[src/rtl/alu_pkg.sv]
// Shared definitions for the sequential ALU.
// Contents:
//   OP_*     5-bit opcode encodings presented on the op port.
//   state_e  control FSM states for the top level.
package alu_pkg;

    localparam logic [4:0] OP_ADD  = 5'b00011;
    localparam logic [4:0] OP_SUB  = 5'b00100;
    localparam logic [4:0] OP_AND  = 5'b00101;
    localparam logic [4:0] OP_OR   = 5'b00110;
    localparam logic [4:0] OP_SHR  = 5'b00111;
    localparam logic [4:0] OP_SHRA = 5'b01000;
    localparam logic [4:0] OP_SHL  = 5'b01001;
    localparam logic [4:0] OP_ROR  = 5'b01010;
    localparam logic [4:0] OP_ROL  = 5'b01011;
    localparam logic [4:0] OP_MUL  = 5'b01111;
    localparam logic [4:0] OP_DIV  = 5'b10000;
    localparam logic [4:0] OP_NEG  = 5'b10001;
    localparam logic [4:0] OP_NOT  = 5'b10010;

    typedef enum logic [1:0] {
        S_IDLE = 2'd0,
        S_ITER = 2'd1,
        S_FIX  = 2'd2
    } state_e;

endpackage

[src/rtl/alu_seq_muldiv_if.sv]
// Handshake/operand bundle between the control unit and the sequential ALU.
// Signals:
//   start     1-cycle request strobe, sampled when the ALU is idle
//   op        opcode
//   a_in      operand A (Y register)
//   b_in      operand B (bus)
//   busy      multi-cycle operation in progress
//   done      1-cycle completion pulse
//   result    {hi, lo}, held until the next accepted start
//   zero, carry, overflow, div_zero   status flags, valid with/after done
// Modports: master = control unit side, slave = ALU side.
interface alu_seq_muldiv_if #(
    parameter int unsigned WIDTH = 32
);
    logic                 start;
    logic [4:0]           op;
    logic [WIDTH-1:0]     a_in;
    logic [WIDTH-1:0]     b_in;
    logic                 busy;
    logic                 done;
    logic [2*WIDTH-1:0]   result;
    logic                 zero;
    logic                 carry;
    logic                 overflow;
    logic                 div_zero;

    modport master (
        output start, op, a_in, b_in,
        input  busy, done, result, zero, carry, overflow, div_zero
    );

    modport slave (
        input  start, op, a_in, b_in,
        output busy, done, result, zero, carry, overflow, div_zero
    );
endinterface

[src/rtl/alu_muldiv_iter.sv]
// Iterative unsigned multiply / restoring divide on operand magnitudes.
// One step per cycle while step=1; WIDTH steps complete an operation.
// Ports:
//   clock, clear_n   clock and asynchronous active-low reset
//   load             capture magnitudes and mode, preset counter to WIDTH-1
//   step             perform one iteration
//   is_div           mode for the load: 1 = divide, 0 = multiply
//   a_mag, b_mag     unsigned magnitudes (A = multiplicand / dividend)
//   last             counter has reached 0 (current step is the final one)
//   hi, lo           MUL: product {hi,lo}; DIV: hi = remainder, lo = quotient
module alu_muldiv_iter #(
    parameter int unsigned WIDTH = 32
) (
    input  logic             clock,
    input  logic             clear_n,
    input  logic             load,
    input  logic             step,
    input  logic             is_div,
    input  logic [WIDTH-1:0] a_mag,
    input  logic [WIDTH-1:0] b_mag,
    output logic             last,
    output logic [WIDTH-1:0] hi,
    output logic [WIDTH-1:0] lo
);

    localparam int unsigned CNT_W = $clog2(WIDTH);

    logic [WIDTH-1:0] acc_hi;
    logic [WIDTH-1:0] acc_lo;
    logic [WIDTH-1:0] opnd;
    logic             div_mode;
    logic [CNT_W-1:0] count;

    // Multiply: right-shifting product register; the add needs one extra bit
    // which becomes the new top bit after the shift.
    logic [WIDTH:0]   add_sum;
    logic [WIDTH:0]   mul_base;
    // Divide: partial remainder shifted left with the next dividend bit.
    logic [WIDTH:0]   shifted;
    logic             fits;
    logic [WIDTH-1:0] diff;

    always_comb begin
        add_sum  = {1'b0, acc_hi} + {1'b0, opnd};
        mul_base = acc_lo[0] ? add_sum : {1'b0, acc_hi};
        shifted  = {acc_hi, acc_lo[WIDTH-1]};
        fits     = (shifted >= {1'b0, opnd});
        // When the divisor fits, the true difference is below the divisor,
        // so the low WIDTH bits are exact.
        diff     = shifted[WIDTH-1:0] - opnd;
    end

    always_ff @(posedge clock or negedge clear_n) begin
        if (!clear_n) begin
            acc_hi   <= '0;
            acc_lo   <= '0;
            opnd     <= '0;
            div_mode <= 1'b0;
            count    <= '0;
        end else if (load) begin
            acc_hi   <= '0;
            acc_lo   <= is_div ? a_mag : b_mag;
            opnd     <= is_div ? b_mag : a_mag;
            div_mode <= is_div;
            count    <= CNT_W'(WIDTH - 1);
        end else if (step) begin
            if (div_mode) begin
                acc_hi <= fits ? diff : shifted[WIDTH-1:0];
                acc_lo <= {acc_lo[WIDTH-2:0], fits};
            end else begin
                acc_hi <= mul_base[WIDTH:1];
                acc_lo <= {mul_base[0], acc_lo[WIDTH-1:1]};
            end
            if (count != '0) begin
                count <= count - 1'b1;
            end
        end
    end

    assign last = (count == '0);
    assign hi   = acc_hi;
    assign lo   = acc_lo;

endmodule

[src/rtl/alu_seq_muldiv.sv]
// Clocked ALU between the Y register / bus mux and the Z register.
// Single-cycle logic/arith/shift ops complete one edge after the start edge;
// signed MUL/DIV iterate over WIDTH cycles in alu_muldiv_iter and complete
// WIDTH+1 edges after the accepting edge.
// Ports:
//   clock    rising-edge clock
//   clear_n  asynchronous active-low reset (aborts any operation, no done)
//   bus      alu_seq_muldiv_if.slave: start/op/a_in/b_in in,
//            busy/done/result/zero/carry/overflow/div_zero out
module alu_seq_muldiv
    import alu_pkg::*;
#(
    parameter int unsigned WIDTH = 32
) (
    input  logic                    clock,
    input  logic                    clear_n,
    alu_seq_muldiv_if.slave         bus
);

    localparam int unsigned SHAMT_W = $clog2(WIDTH);

    state_e state;
    logic   sign_a;
    logic   neg_res;
    logic   op_div;

    // ---------------- single-cycle datapath ----------------
    logic [SHAMT_W-1:0] shamt;
    logic               add_sub;
    logic [WIDTH-1:0]   add_x;
    logic [WIDTH-1:0]   add_y;
    logic [WIDTH:0]     add_sum;
    logic               add_ovf;
    logic [WIDTH-1:0]   sc_lo;
    logic [WIDTH-1:0]   sc_hi;
    logic [2*WIDTH-1:0] sc_res;
    logic               sc_carry;
    logic               sc_ovf;
    logic               sc_dz;
    logic               is_multi;

    always_comb begin
        shamt   = bus.b_in[SHAMT_W-1:0];
        // One shared adder: SUB/NEG invert the B side and carry in a 1;
        // NEG computes 0 - A.
        add_sub = (bus.op == OP_SUB) || (bus.op == OP_NEG);
        add_x   = (bus.op == OP_NEG) ? '0 : bus.a_in;
        add_y   = ((bus.op == OP_NEG) ? bus.a_in : bus.b_in) ^ {WIDTH{add_sub}};
        add_sum = {1'b0, add_x} + {1'b0, add_y} + {{WIDTH{1'b0}}, add_sub};
        add_ovf = (add_x[WIDTH-1] == add_y[WIDTH-1]) &&
                  (add_sum[WIDTH-1] != add_x[WIDTH-1]);

        is_multi = (bus.op == OP_MUL) || ((bus.op == OP_DIV) && (bus.b_in != '0));

        sc_lo    = '0;
        sc_hi    = '0;
        sc_carry = 1'b0;
        sc_ovf   = 1'b0;
        sc_dz    = 1'b0;
        case (bus.op)
            OP_ADD, OP_SUB: begin
                sc_lo    = add_sum[WIDTH-1:0];
                sc_hi    = {WIDTH{add_sum[WIDTH-1]}};
                sc_carry = add_sum[WIDTH];
                sc_ovf   = add_ovf;
            end
            OP_NEG: begin
                sc_lo  = add_sum[WIDTH-1:0];
                sc_hi  = {WIDTH{add_sum[WIDTH-1]}};
                sc_ovf = add_ovf;
            end
            OP_AND:  sc_lo = bus.a_in & bus.b_in;
            OP_OR:   sc_lo = bus.a_in | bus.b_in;
            OP_NOT:  sc_lo = ~bus.a_in;
            OP_SHR:  sc_lo = bus.a_in >> shamt;
            OP_SHRA: sc_lo = $signed(bus.a_in) >>> shamt;
            OP_SHL:  sc_lo = bus.a_in << shamt;
            // A shift by WIDTH yields 0, so shamt 0 degenerates to A.
            OP_ROR:  sc_lo = (bus.a_in >> shamt) | (bus.a_in << (WIDTH - 32'(shamt)));
            OP_ROL:  sc_lo = (bus.a_in << shamt) | (bus.a_in >> (WIDTH - 32'(shamt)));
            OP_DIV: begin
                // Only reached here with a zero divisor.
                sc_hi = bus.a_in;
                sc_lo = '1;
                sc_dz = 1'b1;
            end
            default: ;
        endcase
        sc_res = {sc_hi, sc_lo};
    end

    // ---------------- iterative MUL/DIV ----------------
    logic             it_load;
    logic             it_step;
    logic             it_last;
    logic [WIDTH-1:0] it_hi;
    logic [WIDTH-1:0] it_lo;
    logic [WIDTH-1:0] a_mag;
    logic [WIDTH-1:0] b_mag;

    // Two's-complement magnitude; the most-negative value maps to
    // 2**(WIDTH-1), which is still exact as an unsigned WIDTH-bit number.
    assign a_mag   = bus.a_in[WIDTH-1] ? (~bus.a_in + 1'b1) : bus.a_in;
    assign b_mag   = bus.b_in[WIDTH-1] ? (~bus.b_in + 1'b1) : bus.b_in;
    assign it_load = (state == S_IDLE) && bus.start && is_multi;
    assign it_step = (state == S_ITER);

    alu_muldiv_iter #(
        .WIDTH (WIDTH)
    ) u_iter (
        .clock   (clock),
        .clear_n (clear_n),
        .load    (it_load),
        .step    (it_step),
        .is_div  (bus.op == OP_DIV),
        .a_mag   (a_mag),
        .b_mag   (b_mag),
        .last    (it_last),
        .hi      (it_hi),
        .lo      (it_lo)
    );

    // ---------------- sign correction ----------------
    logic [2*WIDTH-1:0] prod;
    logic [2*WIDTH-1:0] mul_res;
    logic [WIDTH-1:0]   quot;
    logic [WIDTH-1:0]   rem;
    logic [2*WIDTH-1:0] fix_res;
    logic               div_ovf;

    always_comb begin
        prod    = {it_hi, it_lo};
        mul_res = neg_res ? -prod : prod;
        quot    = neg_res ? -it_lo : it_lo;
        rem     = sign_a  ? -it_hi : it_hi;
        // A positive quotient with the top bit set only arises from
        // most-negative / -1.
        div_ovf = !neg_res && it_lo[WIDTH-1];
        fix_res = op_div ? {rem, quot} : mul_res;
    end

    // ---------------- control FSM and registered outputs ----------------
    always_ff @(posedge clock or negedge clear_n) begin
        if (!clear_n) begin
            state        <= S_IDLE;
            sign_a       <= 1'b0;
            neg_res      <= 1'b0;
            op_div       <= 1'b0;
            bus.busy     <= 1'b0;
            bus.done     <= 1'b0;
            bus.result   <= '0;
            bus.zero     <= 1'b0;
            bus.carry    <= 1'b0;
            bus.overflow <= 1'b0;
            bus.div_zero <= 1'b0;
        end else begin
            bus.done <= 1'b0;
            case (state)
                S_IDLE: begin
                    if (bus.start) begin
                        if (is_multi) begin
                            state    <= S_ITER;
                            bus.busy <= 1'b1;
                            sign_a   <= bus.a_in[WIDTH-1];
                            neg_res  <= bus.a_in[WIDTH-1] ^ bus.b_in[WIDTH-1];
                            op_div   <= (bus.op == OP_DIV);
                        end else begin
                            bus.result   <= sc_res;
                            bus.zero     <= (sc_res == '0);
                            bus.carry    <= sc_carry;
                            bus.overflow <= sc_ovf;
                            bus.div_zero <= sc_dz;
                            bus.done     <= 1'b1;
                        end
                    end
                end
                S_ITER: begin
                    if (it_last) begin
                        state <= S_FIX;
                    end
                end
                S_FIX: begin
                    bus.result   <= fix_res;
                    bus.zero     <= (fix_res == '0);
                    bus.carry    <= 1'b0;
                    bus.overflow <= op_div && div_ovf;
                    bus.div_zero <= 1'b0;
                    bus.done     <= 1'b1;
                    bus.busy     <= 1'b0;
                    state        <= S_IDLE;
                end
                default: state <= S_IDLE;
            endcase
        end
    end

endmodule

[src/flat_wrapper.sv]
// flat-port wrapper written by rule: the top's interface ports become plain ports
module alu_seq_muldiv_flat import alu_pkg::*;
#(
    parameter int unsigned WIDTH = 32
)
  (clock, clear_n, bus_start, bus_op, bus_a_in, bus_b_in, bus_busy, bus_done, bus_result, bus_zero, bus_carry, bus_overflow, bus_div_zero);
  alu_seq_muldiv_if #(.WIDTH(WIDTH)) bus_i ();
  input  logic clock;
  input  logic clear_n;
  input wire logic [$bits(bus_i.start)-1:0] bus_start;
  input wire logic [$bits(bus_i.op)-1:0] bus_op;
  input wire logic [$bits(bus_i.a_in)-1:0] bus_a_in;
  input wire logic [$bits(bus_i.b_in)-1:0] bus_b_in;
  output wire logic [$bits(bus_i.busy)-1:0] bus_busy;
  output wire logic [$bits(bus_i.done)-1:0] bus_done;
  output wire logic [$bits(bus_i.result)-1:0] bus_result;
  output wire logic [$bits(bus_i.zero)-1:0] bus_zero;
  output wire logic [$bits(bus_i.carry)-1:0] bus_carry;
  output wire logic [$bits(bus_i.overflow)-1:0] bus_overflow;
  output wire logic [$bits(bus_i.div_zero)-1:0] bus_div_zero;
  assign bus_i.start = bus_start;
  assign bus_i.op = bus_op;
  assign bus_i.a_in = bus_a_in;
  assign bus_i.b_in = bus_b_in;
  assign bus_busy = bus_i.busy;
  assign bus_done = bus_i.done;
  assign bus_result = bus_i.result;
  assign bus_zero = bus_i.zero;
  assign bus_carry = bus_i.carry;
  assign bus_overflow = bus_i.overflow;
  assign bus_div_zero = bus_i.div_zero;
  alu_seq_muldiv #(.WIDTH(WIDTH)) u_core (.clock(clock), .clear_n(clear_n), .bus(bus_i));
endmodule
[config.mk]
export PLATFORM = sky130hd
export DESIGN_NAME = alu_seq_muldiv_flat
export DESIGN_NICKNAME = d
export VERILOG_FILES = /design/src/rtl/alu_pkg.sv /design/src/rtl/alu_seq_muldiv_if.sv /design/src/rtl/alu_muldiv_iter.sv /design/src/rtl/alu_seq_muldiv.sv /design/src/flat_wrapper.sv
export SDC_FILE = /design/constraint.sdc
export NUM_CORES = 2
export LEC_CHECK = 0
export ABC_AREA = 1
export BUFFER_PORTS_ARGS = -buffer_cell sky130_fd_sc_hd__buf_4
export CORE_MARGIN = 2
export CORE_UTILIZATION = 40
export CTS_CLUSTER_DIAMETER = 120
export DETAILED_ROUTE_END_ITERATION = 7
export PLACE_DENSITY_LB_ADDON = 0.12
export SLEW_MARGIN = 5
export SYNTH_ARGS = -nofsm -noshare
export SYNTH_HDL_FRONTEND = slang
export SYNTH_SLANG_ARGS = --single-unit
export TNS_END_PERCENT = 30
[constraint.sdc]
create_clock -name clock -period 8.5 [get_ports clock]
set_input_delay 0 -clock clock [delete_from_list [all_inputs] [get_ports clock]]
set_output_delay 0 -clock clock [all_outputs]
set_load 0.05 [all_outputs]
# Word-level counts from Yosys, hierarchy flattened
# Index checks and enable logic that the tools add are counted.
# word_totals
ff_bits	177
inputBits	72
output_inout_bits	70
elab_cells	138
# classes
addsub	11
order_cmp	1
n_eq_ne	21
shifts	5
mux	51
n_bitwise	8
n_reduce_logical	25
# ops
operator	n
$mux 32	15
$pmux 32 s10	1
$mux 64	4
$logic_not 64->1	2
$pmux 64 s2	1
$or 32x32->32	3
$add 32x32->33	2
$add 32x1->32 const B	2
$neg 32->32	2
$neg 64->64	1
$not 32->32	2
$pmux 32 s2	1
$add 33x1->33	1
$ge 33x32->1	1
$mux 33	1
$and 32x32->32	1
$reduce_bool 32->1	1
$shl 32x32->32	1
$shl 32x5->32	1
$shr 32x32->32	1
$shr 32x5->32	1
$sshr 32x5->32	1
$sub 32x32->32	1
$xor 32x32->32	1
29 further kinds	74

# Depth between registers and ports, before layout
# depth
ltp_word	11
ltp_mapped	28
ltp_nobuf	27

# By module
# A second synthesis with hierarchy kept.
# unflattened
cells_unflattened	5743
hier_area_um2	30337.8
# modules_own_cells
mod	instances	cells_per_inst	area_per_inst_um2	seq_area_each_um2
alu_seq_muldiv	1	3852	19313.5	1876.8
alu_muldiv_iter	1	1891	11024.3	2552.4

# Worst setup path before layout
# Ideal clock, no wire load.
# synth_path
path_kind	input -> register
from	input bus_op[3]
to	register u_core.bus.zero
setup_time_ns	0.077
t_arrival_ns	3.154
required_time_ns	8.423
slack_ns	5.268
path_stages	23
path_buffers	2
cell_sequence	nor2_1 -> nand3_1 -> clkbuf_1 -> nand2_1 -> clkbuf_1 -> o21ai_0 -> ha_1 -> inv_1 -> o21ai_0 -> nand2_1 -> nand2_1 -> nand3_1 -> nand2_1 -> nand2_1 -> o21ai_0 -> nand2_1 -> nand2_1 -> nor2_1 -> nor2_1 -> nand4_1 -> nor2_1 -> nand4_1 -> a21oi_1
# synth_via
elab_chain_len	10
word_cells_on_any_way	30
classes_between	2 x add/sub; 14 x eq/ne; 7 x mux; 1 x bitwise; 6 x reduce/logical
# synth_rtl
item	line	text
start: declaration	flat_wrapper.sv:11	input wire logic [$bits(bus_i.op)-1:0] bus_op;
$eq 5x5->1 or $eq 5x3->1 (tied branches)	--	
$mux 32 or $logic_or 1x1->1 (tied branches)	alu_seq_muldiv.sv:48, alu_seq_muldiv.sv:46	
$xor 32x32->32	alu_seq_muldiv.sv:48	add_y = ((bus.op == OP_NEG) ? bus.a_in : bus.b_in) ^ {WIDTH{add_sub}};
$add 32x32->33	alu_seq_muldiv.sv:49	add_sum = {1'b0, add_x} + {1'b0, add_y} + {{WIDTH{1'b0}}, add_sub};
$add 33x1->33	alu_seq_muldiv.sv:49	
$pmux 32 s10 or $pmux 32 s2 (tied branches)	alu_seq_muldiv.sv:60	case (bus.op)
$logic_not 64->1	alu_seq_muldiv.sv:169	bus.zero <= (sc_res == '0);
$mux 1	alu_seq_muldiv.sv:161	if (is_multi) begin
$mux 1	alu_seq_muldiv.sv:160	if (bus.start) begin
$pmux 1 s2	alu_seq_muldiv.sv:158	case (state)
end signal: assignment	alu_seq_muldiv.sv:169	
end signal: assignment	alu_seq_muldiv.sv:184	bus.zero <= (fix_res == '0);
end: declaration	alu_seq_muldiv_if.sv:34	output busy, done, result, zero, carry, overflow, div_zero
# Several ways; a longest one is shown, not always the timed one. The select of a mux whose other input is x is not followed.
# A chain may end at the register's enable or synchronous reset.

# Worst setup path after layout
# layout_path
from	input bus_b_in[1]
to	register u_core.bus.result[52]
# layout_via
elab_chain_len	8
word_cells_on_any_way	13
classes_between	2 x add/sub; 1 x eq/ne; 5 x mux; 1 x bitwise; 4 x reduce/logical
# layout_rtl
item	line	text
start: declaration	flat_wrapper.sv:13	input wire logic [$bits(bus_i.b_in)-1:0] bus_b_in;
$mux 32	alu_seq_muldiv.sv:48	
$xor 32x32->32	alu_seq_muldiv.sv:48	
$add 32x32->33	alu_seq_muldiv.sv:49	
$add 33x1->33	alu_seq_muldiv.sv:49	
$pmux 32 s2	alu_seq_muldiv.sv:60	
$mux 64	alu_seq_muldiv.sv:161	
$mux 64	alu_seq_muldiv.sv:160	
$pmux 64 s2	alu_seq_muldiv.sv:158	
end signal: assignment	alu_seq_muldiv.sv:168	bus.result <= sc_res;
end signal: assignment	alu_seq_muldiv.sv:183	bus.result <= fix_res;
end: declaration	alu_seq_muldiv_if.sv:34	
# Several ways; a longest one is shown, not always the timed one. The select of a mux whose other input is x is not followed.

==> metrics.md <==
| Metric | Value |
|---|---|
| Status | complete, but fails checks |
| Violated checks | DRC |
| H-tree depth | 4 |
| CP cell instances | buf_4, inv_2, buf_4, ha_1, nand3_1, nor2_1, nand2_1, inv_2, nand4_2, nor3_2, nand2_1, o21ai_1, o31ai_1, nor2_2, nand2_2, nand2_4, inv_2, a21oi_1, a22o_1 |
| CP Buf/Inv Count | 5 |
| Worst reg2reg path depth | 12 |
| CTS tree | yes |
| Detailed Route Iter0 Violations | just under 6000 |
| Clock tree buffer depth | 2 |
| Slew Viols, Final | 0 |
| Vias after detailed routing | 37300 |
| Crit path launch type | primary input |
| Final Total Pwr | approximately 0.008 W |
| P_leak | 14.7 nW |
| Worst reg2reg path endpoint | u_core.u_iter.hi[23] |
| Maximum resistive drop on vdd | roughly 0.18 mV |
| Main synth FF type | dfrtp_1 |
| Worst-skew pair later-pin latency | roughly 500 ps |
| Synthesis Warnings | 0 |
| Synth top area share | between 20% and 30% |
| Worst slew margin | under 10% |
| Minimum hold slack | 39.8 ps |
| Crit path time final | around 4900 ps |
| Synth top area cells | nand2_1 (21%), dfrtp_1 (16%), nand3_1 (8.9%), o21ai_0 (8.0%), nor2_1 (7.7%) |
| Mean Syn Cell Area | 5.51 um^2 |
| Final Net Count | just over 5000 |
| Post-synth top area cell | nand2_1 |
| Post-synthesis net count | roughly 5200 |
| Register area share after synthesis | ~16% |
| CTS Sinks | approximately 180 |
| CP dominant cell by count | inv_2 |
| CP startpoint | bus_b_in[1] |
| Number of global-route vias before repair | approximately 34000 |
| Final period util | between 50% and 60% |
| I/O Buffers | about 140 |
| Fmax | 0.206 GHz |
| Hold/Removal Path Class | in2reg |
| Synthesized instance count | between 5000 and 6000 |
| Post-synthesis register bit count | 176 |
| Core Area | 68700 um^2 |
| WP depth | 19 |
| Resize count post-CTS | 0 |
| Ys async rst share | between 90% and 100% |
| CTS clk-pin slew, worst paths | about 90 ps |
| P per Cell Area | approximately 270 nW/um^2 |
| Die area | around 70000 um^2 |
| GRT Residual Overflow | 0 |
| Gr usage total | between 40% and 50% |
| Clk_skew | 29.1 ps |
| CP top delay family | simple AND/OR/NAND/NOR gates |
| TritonCTS Buffers | 17 |
| Routability cong. | approximately 1.1 |
| Site row count | 96 |
| Via/cell ratio | roughly 6.3 |
| WS Path Type | in2reg |
| Die Span Y | 268 um |
| Initial Util | approximately two fifths |
| Slowest CP cell | nand2_4 |
| Number of distinct library cells after synthesis | 62 |
| Final Hold Vio Count | 0 |
| Endpoint type of the worst setup path | flip-flop |
| Largest net degree at the start of global routing | between 100 and 150 |
| Remaining DRCs | 8 |
| Drt first pass iters | 8 |
| Internal reg-to-reg setup slack | slightly below 4000 ps |
| DP HPWL | between 100 and 150 mm |
| Hold path depth | 3 |
| IO Count | about 140 |
| Post-Syn Area | 27900 um^2 |
| Initial antenna violation count | 5 |
| Crit Path Max Fanout | between 50 and 60 |
| First-pass GRT wire length | between 200 and 250 mm |
| Worst EP required | roughly 8900 ps |
| EDFF count, synth | 0 |
| Wirelength per Cell | roughly 29 um |
| Layout cell share with drive strength beyond 1 | 6.02% |
| Final wirelength | 172 mm |
| TNS Setup | 0 ps |
| Final setup vio count | 0 |
| Worst flop-to-flop path startpoint | u_core.u_iter.hi[23] |
| Area growth syn-to-layout | 8.03% |
| Die X | 268 um |
| Max Cap Viol | 0 |
| Routed Antenna Nets | 0 |
| Clk root buf | clkbuf_16 |
| Number of fill cells | 7840 |
| Critical Path End | u_core.bus.result[52] |
| Max stage delay on crit path | slightly above 600 ps |
| Layout Utilization | 43.8% |
| Least-Margin Pin Slew | 1350 ps |
| Unrepaired setup endpoints after global routing | no |
| Worst EP arrival | approximately 5300 ps |
[cells in the mapped netlist (3+ instances only)]
cell / n
a211oi_1: 6
a21boi_0: 6
a21o_1: 13
a21oi_1: 316
a221oi_1: 15
a311oi_1: 4
a31oi_1: 22
and3_1: 4
buf_1: 38
buf_2: 68
buf_4: 9
buf_6: 5
clkbuf_1: 155
clkinv_1: 9
dfrtp_1: 176
fa_1: 3
ha_1: 103
inv_1: 414
inv_2: 13
mux2i_1: 4
nand2_1: 1555
nand2_2: 10
nand3_1: 495
nand3b_1: 18
nand4_1: 82
nor2_1: 571
nor2_2: 8
nor2_4: 3
nor3_1: 56
nor4_1: 15
o2111ai_1: 5
o211ai_1: 128
o21a_1: 9
o21ai_0: 447
o21ai_1: 30
o21bai_1: 4
o221ai_1: 28
o22ai_1: 22
o311ai_0: 5
o31ai_1: 4
or2_2: 11
xnor2_1: 26
xor2_1: 113
[worst reg2reg max path, cell delays in order, from the launching register on]
cell      delay (ps)
dfrtp_1          590
ha_1             500
nand2_1          130
nor4_1           740
nand4_1          440
o311ai_0         400
inv_1            140
nand2_4          190
inv_2            120
nor2_4           560
o21ai_0          210
o211ai_1         240
o21ai_0          170
[sequential cells by signal (all words and copies together), names as in the netlist, 2 cells and up]
name and cells:
u_core.state 2, u_core.u_iter.lo 32, u_core.u_iter.opnd 32, u_core.bus.result 64, u_core.u_iter.hi 32, u_core.u_iter.count 5
[metal layers]
| metal | up-vias | GRT usage, % | share of wire (%) |
|---|---|---|---|
| met2 | 2502 | 69.6 | 42 |
| li1 | 16800 | - | - |
| met5 | - | 0 | 0.025 |
| met4 | 8 | 38.1 | 9.6 |
| met1 | 17400 | 59.3 | 39 |
| met3 | 606 | 8.86 | 10 |
[cells in the final DEF (no fill, tap or decap), types with 13 or more instances in the layout]
cell	Yosys	final
nand2_1	1555	1555
nor2_1	571	568
nand3_1	495	493
o21ai_0	447	447
inv_1	414	413
a21oi_1	316	316
buf_4	9	197
dfrtp_1	176	174
o211ai_1	128	128
xor2_1	113	112
ha_1	103	103
nand4_1	82	82
nor3_1	56	56
o21ai_1	30	30
o221ai_1	28	28
xnor2_1	26	26
a31oi_1	22	22
o22ai_1	22	22
nand3b_1	18	18
clkbuf_16	0	17
inv_2	13	16
nor4_1	15	15
a221oi_1	15	15
a21o_1	13	13
[kinds of logic after synthesis]
family                   after synthesis  synth area share (%)
buffers and inverters                713                  10.2
XOR/XNOR                             141                  4.49
AND/OR/NAND/NOR                     2841                  42.6
multiplexers                           4                 0.144
flip-flops                           176                  15.8
adder cells (fa/ha/maj)              106                  4.84
AO/OA/AOI/OAI                       1073                  22.0
[report_power, final]
part	switching (W)	total, W	leakage [nW]	internal, W
Clock	0.000440	0.000849	0.300	0.000409
Sequential	0.000542	0.00167	2.17	0.00112
Combinational	0.00393	0.00546	12.2	0.00153
Total	0.00492	0.00798	14.7	0.00306
[final cells by class]
| type | instances | area [um^2] | share of cell area (%) |
|---|---|---|---|
| inverter | 437 | 1640 | 5.46 |
| multi-input combinational | 4165 | 20700 | 68.7 |
| tap | 931 | 1160 | 3.87 |
| clock buffer | 18 | 439 | 1.46 |
| sequential | 176 | 4410 | 14.6 |
| antenna | 5 | 12.5 | 0.0416 |
| clock inverter | 14 | 178 | 0.591 |
| timing repair buffer | 205 | 1560 | 5.19 |
[timing repair]
item / 4_1_cts / 5_1_grt
buffers inserted: 0 / 0
endpoints found under the hold margin: 104 / 0
hold buffers: 7 / 0
[per-stage QoR]
stage / setup slack (ps) / instances / instance area, um^2
floorplan: 5270 / 5054 / 27900
finish: 3650 / 5951 / 30100
global route: 3500 / 5946 / 30100
CTS: 3950 / 5946 / 30100
detailed placement: 3460 / 5907 / 29400
global placement: 3520 / 5907 / 29400
[worst min path at each step]
| stage | startpoint | endpoint | slack (ps) |
|---|---|---|---|
| 2_1_floorplan | clear_n | u_core.bus.busy | -300 |
| 3_3_place_gp | clear_n | u_core.u_iter.hi[11] | 160 |
| 3_5_place_dp | clear_n | u_core.u_iter.hi[11] | 160 |
| 4_1_cts | bus_a_in[23] | u_core.bus.result[55] | 30 |
| 5_1_grt | bus_a_in[23] | u_core.bus.result[55] | 40 |
| 6_report | bus_a_in[23] | u_core.bus.result[55] | 40 |
No activity file was read; power rests on OpenSTA's default activity.
